**src/rtl/sky_pkg.sv**
```systemverilog
`default_nettype none
// ============================================================================
// Module      : sky_pkg
// Description : Shared state encoding and play-field geometry for the
//               falling-block game blocks (catch_judge, stack, draw).
// Revision    : 1.0 - initial release
// ============================================================================
package sky_pkg;

    // Judge FSM states
    typedef enum logic [2:0] {
        ST_IDLE     = 3'd0,
        ST_PLAY     = 3'd1,
        ST_JUDGE    = 3'd2,
        ST_COOLDOWN = 3'd3,
        ST_OVER     = 3'd4
    } state_t;

    // Geometry defaults, in pixels
    localparam int BLOCK_W   = 40;
    localparam int BLOCK_H   = 20;
    localparam int STACK_W   = 80;
    localparam int FLOOR_Y   = 460;

    // Largest value the four-digit score display can show
    localparam int SCORE_MAX = 9999;

endpackage : sky_pkg
`default_nettype wire

```
**src/rtl/sat_counter.sv**
```systemverilog
`default_nettype none
// ============================================================================
// Module      : sat_counter
// Description : Up/down counter that saturates at 0 and MAX, with a
//               synchronous clear that loads CLR_VAL.
// Revision    : 1.0 - initial release
// ============================================================================
module sat_counter #(
    parameter int WIDTH   = 14,
    parameter int MAX     = 9999,
    parameter int CLR_VAL = 0
) (
    input  logic             clk,
    input  logic             rst,      // asynchronous, active low
    input  logic             i_clr,
    input  logic             i_inc,
    input  logic             i_dec,
    output logic [WIDTH-1:0] o_count
);

    localparam logic [WIDTH-1:0] c_MAX = WIDTH'(MAX);
    localparam logic [WIDTH-1:0] c_CLR = WIDTH'(CLR_VAL);

    logic [WIDTH-1:0] r_count;

    // Clear wins over increment, increment over decrement; both ends stick
    always_ff @(posedge clk or negedge rst) begin
        if (!rst) begin
            r_count <= '0;
        end else if (i_clr) begin
            r_count <= c_CLR;
        end else if (i_inc) begin
            if (r_count != c_MAX) r_count <= r_count + 1'b1;
        end else if (i_dec) begin
            if (r_count != '0) r_count <= r_count - 1'b1;
        end
    end

    assign o_count = r_count;

endmodule : sat_counter
`default_nettype wire

```
**src/rtl/catch_judge.sv**
```systemverilog
`default_nettype none
// ============================================================================
// Module      : catch_judge
// Description : Decides catch/miss of the falling item against the stack top,
//               emits one-cycle catch/miss/respawn pulses and keeps score,
//               lives and game-over state.
// Revision    : 1.0 - initial release
// ============================================================================
module catch_judge
    import sky_pkg::*;
#(
    parameter int BLOCK_W    = sky_pkg::BLOCK_W,
    parameter int BLOCK_H    = sky_pkg::BLOCK_H,
    parameter int STACK_W    = sky_pkg::STACK_W,
    parameter int FLOOR_Y    = sky_pkg::FLOOR_Y,
    parameter int MAX_HEIGHT = 20,
    parameter int LIVES      = 3
) (
    input  logic        clk,
    input  logic        rst,          // asynchronous, active low
    input  logic        fall_tick,
    input  logic        start,
    input  logic        pause,
    input  logic [9:0]  fall_x,
    input  logic [9:0]  fall_y,
    input  logic [1:0]  fall_clr,
    input  logic [9:0]  stack_x,
    input  logic [9:0]  height,
    output logic        catch_pulse,
    output logic [1:0]  push_clr,
    output logic        miss_pulse,
    output logic        respawn,
    output logic [13:0] score,
    output logic [1:0]  lives,
    output logic        game_over,
    output logic        win
);

    state_t      r_state, w_state_nxt;
    logic [9:0]  r_cap_x;
    logic [1:0]  r_cap_clr;
    logic        r_catch, r_miss, r_respawn, r_game_over, r_win;
    logic [1:0]  r_push_clr;

    logic        w_catch, w_miss, w_respawn, w_game_over, w_win;
    logic [1:0]  w_push_clr;
    logic        w_capture, w_clr_cnt, w_score_inc, w_lives_dec;

    // Landing line: floor minus the stack height, clamped at the top edge
    logic [15:0] w_hmul;
    logic [10:0] w_land, w_bottom, w_item_r, w_stack_r;
    logic        w_landed, w_hit, w_top, w_tick;

    assign w_hmul    = 16'(height) * 16'(BLOCK_H);
    assign w_land    = (w_hmul >= 16'(FLOOR_Y)) ? 11'd0 : 11'(16'(FLOOR_Y) - w_hmul);
    assign w_bottom  = 11'(fall_y) + 11'(BLOCK_H);
    assign w_landed  = (w_bottom >= w_land);
    assign w_tick    = fall_tick && !pause;
    // Strict inequalities: touching edges do not count as overlap
    assign w_item_r  = 11'(r_cap_x) + 11'(BLOCK_W);
    assign w_stack_r = 11'(stack_x) + 11'(STACK_W);
    assign w_hit     = (w_item_r > 11'(stack_x)) && (11'(r_cap_x) < w_stack_r);
    assign w_top     = (11'(height) + 11'd1) >= 11'(MAX_HEIGHT);

    // State register
    always_ff @(posedge clk or negedge rst) begin
        if (!rst) r_state <= ST_IDLE;
        else      r_state <= w_state_nxt;
    end

    // Next state and next registered-output values
    always_comb begin
        w_state_nxt = r_state;
        w_catch     = 1'b0;
        w_miss      = 1'b0;
        w_respawn   = 1'b0;
        w_push_clr  = 2'd0;
        w_game_over = r_game_over;
        w_win       = r_win;
        w_capture   = 1'b0;
        w_clr_cnt   = 1'b0;
        w_score_inc = 1'b0;
        w_lives_dec = 1'b0;
        case (r_state)
            ST_IDLE, ST_OVER: begin
                // Start takes precedence over any coincident tick
                if (start) begin
                    w_state_nxt = ST_PLAY;
                    w_clr_cnt   = 1'b1;
                    w_game_over = 1'b0;
                    w_win       = 1'b0;
                end
            end
            ST_PLAY: begin
                if (w_tick && w_landed) begin
                    w_capture   = 1'b1;
                    w_state_nxt = ST_JUDGE;
                end
            end
            ST_JUDGE: begin
                w_respawn = 1'b1;
                if (w_hit) begin
                    w_catch     = 1'b1;
                    w_push_clr  = r_cap_clr;
                    w_score_inc = 1'b1;
                    if (w_top) begin
                        w_state_nxt = ST_OVER;
                        w_game_over = 1'b1;
                        w_win       = 1'b1;
                    end else begin
                        w_state_nxt = ST_COOLDOWN;
                    end
                end else begin
                    w_miss      = 1'b1;
                    w_lives_dec = 1'b1;
                    if (lives <= 2'd1) begin
                        w_state_nxt = ST_OVER;
                        w_game_over = 1'b1;
                        w_win       = 1'b0;
                    end else begin
                        w_state_nxt = ST_COOLDOWN;
                    end
                end
            end
            ST_COOLDOWN: begin
                // Wait until the respawned item is above the landing line
                if (w_tick && !w_landed) w_state_nxt = ST_PLAY;
            end
            default: w_state_nxt = ST_IDLE;
        endcase
    end

    // Registered pulses, colour and game status
    always_ff @(posedge clk or negedge rst) begin
        if (!rst) begin
            r_catch     <= 1'b0;
            r_miss      <= 1'b0;
            r_respawn   <= 1'b0;
            r_push_clr  <= 2'd0;
            r_game_over <= 1'b0;
            r_win       <= 1'b0;
        end else begin
            r_catch     <= w_catch;
            r_miss      <= w_miss;
            r_respawn   <= w_respawn;
            r_push_clr  <= w_push_clr;
            r_game_over <= w_game_over;
            r_win       <= w_win;
        end
    end

    // Item position and colour frozen at the landing tick
    always_ff @(posedge clk or negedge rst) begin
        if (!rst) begin
            r_cap_x   <= 10'd0;
            r_cap_clr <= 2'd0;
        end else if (w_capture) begin
            r_cap_x   <= fall_x;
            r_cap_clr <= fall_clr;
        end
    end

    sat_counter #(.WIDTH(14), .MAX(SCORE_MAX), .CLR_VAL(0)) u_score (
        .clk     (clk),
        .rst     (rst),
        .i_clr   (w_clr_cnt),
        .i_inc   (w_score_inc),
        .i_dec   (1'b0),
        .o_count (score)
    );

    sat_counter #(.WIDTH(2), .MAX(LIVES), .CLR_VAL(LIVES)) u_lives (
        .clk     (clk),
        .rst     (rst),
        .i_clr   (w_clr_cnt),
        .i_inc   (1'b0),
        .i_dec   (w_lives_dec),
        .o_count (lives)
    );

    assign catch_pulse = r_catch;
    assign miss_pulse  = r_miss;
    assign respawn     = r_respawn;
    assign push_clr    = r_push_clr;
    assign game_over   = r_game_over;
    assign win         = r_win;

endmodule : catch_judge
`default_nettype wire

```
**config.mk**
```make
export PLATFORM = sky130hd
export DESIGN_NAME = catch_judge
export DESIGN_NICKNAME = d
export VERILOG_FILES = /design/src/rtl/sky_pkg.sv /design/src/rtl/sat_counter.sv /design/src/rtl/catch_judge.sv
export SDC_FILE = /design/constraint.sdc
export NUM_CORES = 1
export LEC_CHECK = 0
export BUFFER_PORTS_ARGS = -buffer_cell sky130_fd_sc_hd__buf_4
export CORE_MARGIN = 10
export CORE_UTILIZATION = 45
export CTS_CLUSTER_SIZE = 8
export DETAILED_ROUTE_END_ITERATION = 12
export PLACE_DENSITY = 0.69
export REMOVE_ABC_BUFFERS = 1
export SLEW_MARGIN = 20
export SYNTH_ARGS = -nofsm -noshare
export SYNTH_HDL_FRONTEND = slang
export SYNTH_HIERARCHICAL = 1
export SYNTH_SLANG_ARGS = --single-unit
```
**constraint.sdc**
```tcl
create_clock -name clk -period 4.22 [get_ports clk]
set_input_delay 0 -clock clk [delete_from_list [all_inputs] [get_ports clk]]
set_output_delay 0 -clock clk [all_outputs]
set_load 0.05 [all_outputs]
```
* Yosys cells after proc, flatten, opt, wreduce, memory -nomap -nowiden
Cells that the tools add are included.
** Storage, ports and cells
- Register bits :: 38
- Latch bits :: 0
- RAM bits :: 0
- Bits in read-only memories :: 0
- Input port bits :: 47
- Output and inout port bits :: 23
- Memories :: 0
** Operators by class
- Add/subtract/negate cells :: 7
- $mul :: 1
- Div/mod/pow operators :: 0
- $lt $le $gt $ge :: 6
- Equal/unequal tests :: 10
- Shifts and indexed selects :: 0
- Multiplexer cells :: 33
- Bitwise logic cells :: 0
- Reductions and logical operators :: 18
** Operators by type and width (count)
- 2-to-1 mux 14 bit :: 3
- 2-to-1 mux 3 bit :: 6
- greater-or-equal comparator 15 x 9 -> 1 bit, second input constant :: 1
- 2-to-1 mux 1 bit :: 15
- adder 14 x 1 -> 14 bit, second input constant :: 1
- inequality test 14 bit, second input constant :: 1
- multiplier 10 x 3 -> 13 bit, second input constant :: 1
- case mux 3 bit (4 select lines) :: 1
- nonzero test 2 bit :: 6
- adder 10 x 1 -> 11 bit, second input constant :: 1
- adder 10 x 5 -> 11 bit, second input constant :: 1
- adder 10 x 6 -> 11 bit, second input constant :: 1
- adder 10 x 7 -> 11 bit, second input constant :: 1
- greater-or-equal comparator 11 bit :: 1
- greater-or-equal comparator 11 x 5 -> 1 bit, second input constant :: 1
- greater-than comparator 11 x 10 -> 1 bit :: 1
- < comparator 10 x 11 -> 1 bit :: 1
- 2-to-1 mux 11 bit :: 1
- subtractor 9 x 11 -> 11 bit, first input constant :: 1
- 2-to-1 mux 2 bit :: 5
- == test 3 x 2 -> 1 bit, second input constant :: 2
- inequality test 2 bit, second input constant :: 3
- inequality test 3 bit, second input constant :: 2
- logical AND 1 bit :: 4
- 11 further kinds :: 14

* Depth between registers and ports, before layout
- Depth in word-level cells :: 8
- Mapped depth :: 17
- Depth with buffers taken out :: 17

* By module
Netlist, hierarchy kept.
** By module, submodules not included
- catch_judge :: instances 1, cells each 247, area each 2393.5 sq um, seq. area each 550.5 sq um
- sat_counter (u_score) :: instances 1, cells each 143, area each 1280.0 sq um, seq. area each 350.3 sq um
- sat_counter (u_lives) :: instances 1, cells each 9, area each 101.3 sq um, seq. area each 50.0 sq um

* Least setup slack after synthesis
Ideal clock, no wire load.
- Kind :: reg-to-reg
- From :: register r_cap_x[3]
- To :: register u_score.r_count[11] (netlist: u_score/o_count[11])
- Data arrival time :: 4.191 ns
- Data required time :: 4.096 ns
- Path slack :: -0.095 ns
- Stages on the path, launching flop included :: 18
- Path buffers :: 0
- Period minus slack after synthesis :: 4.315 ns
- Cells stage by stage :: dfrtp_1 > ha_1 > o21ai_0 > xnor2_1 > ha_1 > and4_1 > nand3_1 > o211ai_1 > o221ai_2 > nor2_1 > inv_1 > ha_1 > o211ai_1 > o211ai_1 > a21o_1 > a2111oi_0 > nor3_1 > o31a_1
** Between the ends
- Longest elaborated chain between the ends :: 7
- Elaborated cells on any way between the ends :: 8
- Classes of those cells :: add/sub: 1; order compare: 2; mux: 2; reduce/logical: 3
** Ends and longest elaborated chain
- start: declaration :: line catch_judge.sv:40 : logic [9:0] r_cap_x;
- start signal: assignment :: line catch_judge.sv:158 : r_cap_x <= fall_x;
- adder 10 x 6 -> 11 bit :: line catch_judge.sv:60 : assign w_item_r = 11'(r_cap_x) + 11'(BLOCK_W);
- greater-than comparator 11 x 10 -> 1 bit :: line catch_judge.sv:62 : assign w_hit = (w_item_r > 11'(stack_x)) && (11'(r_cap_x) < w_stack_r);
- logical AND 1 bit (*) :: line catch_judge.sv:62
- 2-to-1 mux 1 bit (*) (2 in series)
- named net w_catch :: line catch_judge.sv:45 : logic w_catch, w_miss, w_respawn, w_game_over, w_win;
- nonzero test 2 bit (no source line) (*)
- AND reduction 2 bit (no source line) (*)
- end signal: assignment :: line sat_counter.sv:31 : r_count <= c_CLR;
- end signal: assignment :: line sat_counter.sv:33 : if (r_count != c_MAX) r_count <= r_count + 1'b1;
- end signal: assignment :: line sat_counter.sv:35 : if (r_count != '0) r_count <= r_count - 1'b1;
- end: declaration :: line sat_counter.sv:24 : logic [WIDTH-1:0] r_count;
Mark *: on every way through the listed nets, which the timed path passes. The rest lies on a longest branch.
A chain may end at the register's enable or synchronous reset.

* Final worst setup path
- From :: register r_cap_x[3]
- To :: register u_score.r_count[13] (netlist: u_score/o_count[13])
Same word-level chain as after synthesis.

==> metrics.md <==
| Metric | Value |
|---|---|
| Status | `complete, no violations` |
| Die Span Y | `112 um` |
| Placed cells | `580` |
| Largest area contributor in the netlist | `dfrtp_1` |
| Post-DP HPWL | `7.65 mm` |
| Core Footprint | `0.00818 mm^2` |
| Setup WS pre-CTS | `0.0341 ns` |
| # clock sinks | `38` |
| Die area | `0.0125 mm^2` |
| Largest net degree at the start of global routing | `39` |
| Hold Crit Class | `input pin to flip-flop` |
| Via count | `3,405` |
| Pleak | `2.30 nW` |
| Worst skew pair latency | `0.30 ns` |
| Setup ws final | `0.146 ns` |
| Critical path data arrival time | `4.26 ns` |
| Worst slew margin relative to its limit | `49.8%` |
| EDFF count, synth | `0` |
| Max Cap Viol | `0` |
| Post-layout util | `59.5%` |
| Pre-antenna DRT Iters | `4` |
| IO buf count | `69` |
| Worst EP required | `4.41 ns` |
| Peak supply drop | `399 uV` |
| CP startpoint kind | `flip-flop` |
| H-tree Lvls | `2` |
| Initial antenna violation count | `0` |
| ANT nets after route | `0` |
| Clk root buf | `clkbuf_8` |
| Tmin final | `4.07 ns` |
| Share of post-route cells with drive strength above 1 | `26.4%` |
| Cells on worst reg2reg path | `18` |
| CTS tree | `yes` |
| Nets | `606` |
| Final hold violations | `0` |
| 1st-iter DRT viols | `93` |
| Synthesized cell area | `0.00377 mm^2` |
| Chip Width | `112 um` |
| Clock edge transition at the registers on the reported setup and hold paths | `0.08 ns` |
| Synthesis-to-finish area growth | `28.8%` |
| Fmax | `245 MHz` |
| # IOs | `70` |
| Num CTS Buffers | `5` |
| Worst-Margin Slew | `0.752 ns` |
| Drt total wl | `9.77 mm` |
| Top_reg_cell synth | `dfrtp_1` |
| First-pass GRT wire length | `16.0 mm` |
| Drt drc | `0` |
| Syn Area/Cell | `9.46 um^2` |
| Power density over the cells | `694 mW/mm^2` |
| Global placement routability congestion | `0.916` |
| Synth area leaders | `dfrtp_1 25%, ha_1 19%, xnor2_1 4.2%, mux2_4 4.0%, a21oi_1 3.6%` |
| Hold depth | `4` |
| GRT Total Usage | `14.8%` |
| Finished Layout Cells | `605` |
| Synth warn | `6` |
| Critical Path Sink Type | `flip-flop` |
| Max Buffers Root-to-Sink | `2` |
| Final setup violating endpoints | `0` |
| Asr flop ratio synth | `100%` |
| DR vias/cell | `5.63` |
| Post-route clock skew | `0.00879 ns` |
| Final Cycle Share | `96.5%` |
| Antenna Cells | `0` |
| Worst hold slack | `0.117 ns` |
| WS Path Type | `flip-flop to flip-flop` |
| Seq cells post-synth | `38` |
| Total gr overflow | `0` |
| Avg WL per Cell | `16.1 um` |
| Synth top area share | `25.2%` |
| Synth cell types | `68` |
| Synthesized instance count | `399` |
| Initial Util | `46.2%` |
| Vias in the first global route | `3,427` |
| # rows | `33` |
| CP max FO | `9` |
| Sequential area share after synthesis | `25.2%` |
| Slew Limit Fails | `0` |
-- where the power goes --
| group | switching (W) | internal, W | leakage [nW] |
|---|---|---|---|
| Combinational | 0.00122 | 0.00103 | 1.77 |
| Clock | 0.000143 | 0.000252 | 0.0714 |
| Sequential | 0.000216 | 0.000521 | 0.460 |
| Total | 0.00158 | 0.00180 | 2.30 |
-- worst paths after layout --
check	startpoint	endpoint	slack, ns
worst max-delay path	r_cap_x[3]	u_score/o_count[13]	0.15
worst min-delay path	height[9]	r_state[1]	0.12
worst max register to register	r_cap_x[3]	u_score/o_count[13]	0.15
worst min register to register	r_cap_clr[1]	push_clr[1]	0.48
max in group asynchronous	rst	r_cap_x[5]	3.62
min in group asynchronous	rst	u_score/o_count[0]	0.20
-- cell usage in the layout (no fill, tap or decap), types with 7 or more instances in the layout --
| master | instances |
|---|---|
| ha_1 | 50 |
| a21o_1 | 12 |
| conb_1 | 7 |
| nor2_1 | 21 |
| dlygate4sd3_1 | 14 |
| o211ai_1 | 11 |
| dfrtp_1 | 37 |
| xnor2_1 | 18 |
| a21oi_1 | 26 |
| nand2_1 | 28 |
| nand3_1 | 7 |
| o21ai_0 | 13 |
| nor3_1 | 7 |
| buf_4 | 80 |
| xor2_1 | 7 |
| inv_1 | 21 |
| mux2_4 | 10 |
-- area by class of cell --
class | count | area [um^2]
multi-input combinational | 338 | 2810
fill | 745 | 3310
inverter | 22 | 85.1
clock buffer | 6 | 82.6
sequential | 38 | 952
tap | 105 | 131
clock inverter | 2 | 60.1
timing repair buffer | 94 | 741
-- flip-flops by register name, summed over array words and instances (netlist names) --
signal and cells:
catch_pulse 1, game_over 1, miss_pulse 1, push_clr 2, r_cap_clr 2, r_cap_x 10
r_state 3, respawn 1, u_lives/o_count 2, u_score/o_count 14, win 1
-- metal layers --
layer  wire length, um  GRT usage (%)  share of wire [%]
met4                29           2.31               0.30
met1              4430           18.4                 45
met5                 0              0                  0
met3               446           3.44                4.6
met2              4860           25.8                 50
-- stage by stage --
step / TNS (ns) / total power, W / area (um^2)
finish: 0 / 0.00338 / 4860
global route: -0.0164 / 0.00363 / 4860
CTS: 0 / 0.00323 / 4740
detailed placement: 0 / 0.00281 / 4450
global placement: 0 / 0.00277 / 4450
floorplan: -0.0954 / 0.00222 / 3740
-- worst max-delay path, stage by stage, from the launching register on --
cell and delay [ns]:
dfrtp_1 0.43, a21o_1 0.20, nand3_1 0.13, xnor2_1 0.16, ha_1 0.29, and4_1 0.21
nand3_1 0.12, o211ai_1 0.21, o221ai_2 0.15, nor2_2 0.20, inv_4 0.11, buf_4 0.20
ha_1 0.31, and3_1 0.21, nand2_1 0.07, a2bb2oi_1 0.15, a41oi_2 0.22, mux2i_1 0.23
mux2_2 0.35
-- cell usage after synthesis (all sizes together) (8+ instances only) --
| master | instances |
|---|---|
| a21oi | 27 |
| a21o | 13 |
| o211ai | 12 |
| inv | 22 |
| xnor2 | 18 |
| nor3 | 8 |
| nor2 | 22 |
| mux2 | 13 |
| dfrtp | 38 |
| ha | 58 |
| o21ai | 14 |
| nand2 | 29 |
-- cell families (layout without fill, tap and decap cells) --
group	count (synthesis)	in the layout	synth area share, %
and+or+nand+nor	119	119	17.6
AOI/OAI and AO/OA	109	109	21.3
adders and majority gates	60	60	20.3
DFF	38	38	25.2
buffers and inverters	28	124	3.48
xor gates and xnor gates	25	25	5.80
muxes	18	18	6.20
other	2	7	0.199
-- timing repair --
action | in CTS | in global routing
endpoints found under the hold margin | 51 | 0
buffers inserted | 0 | 3
hold buffers | 14 | 0
setup endpoints to repair | 0 | 8
gates resized for setup | 0 | 22
Note: power is estimated with default switching activity, not from simulation.
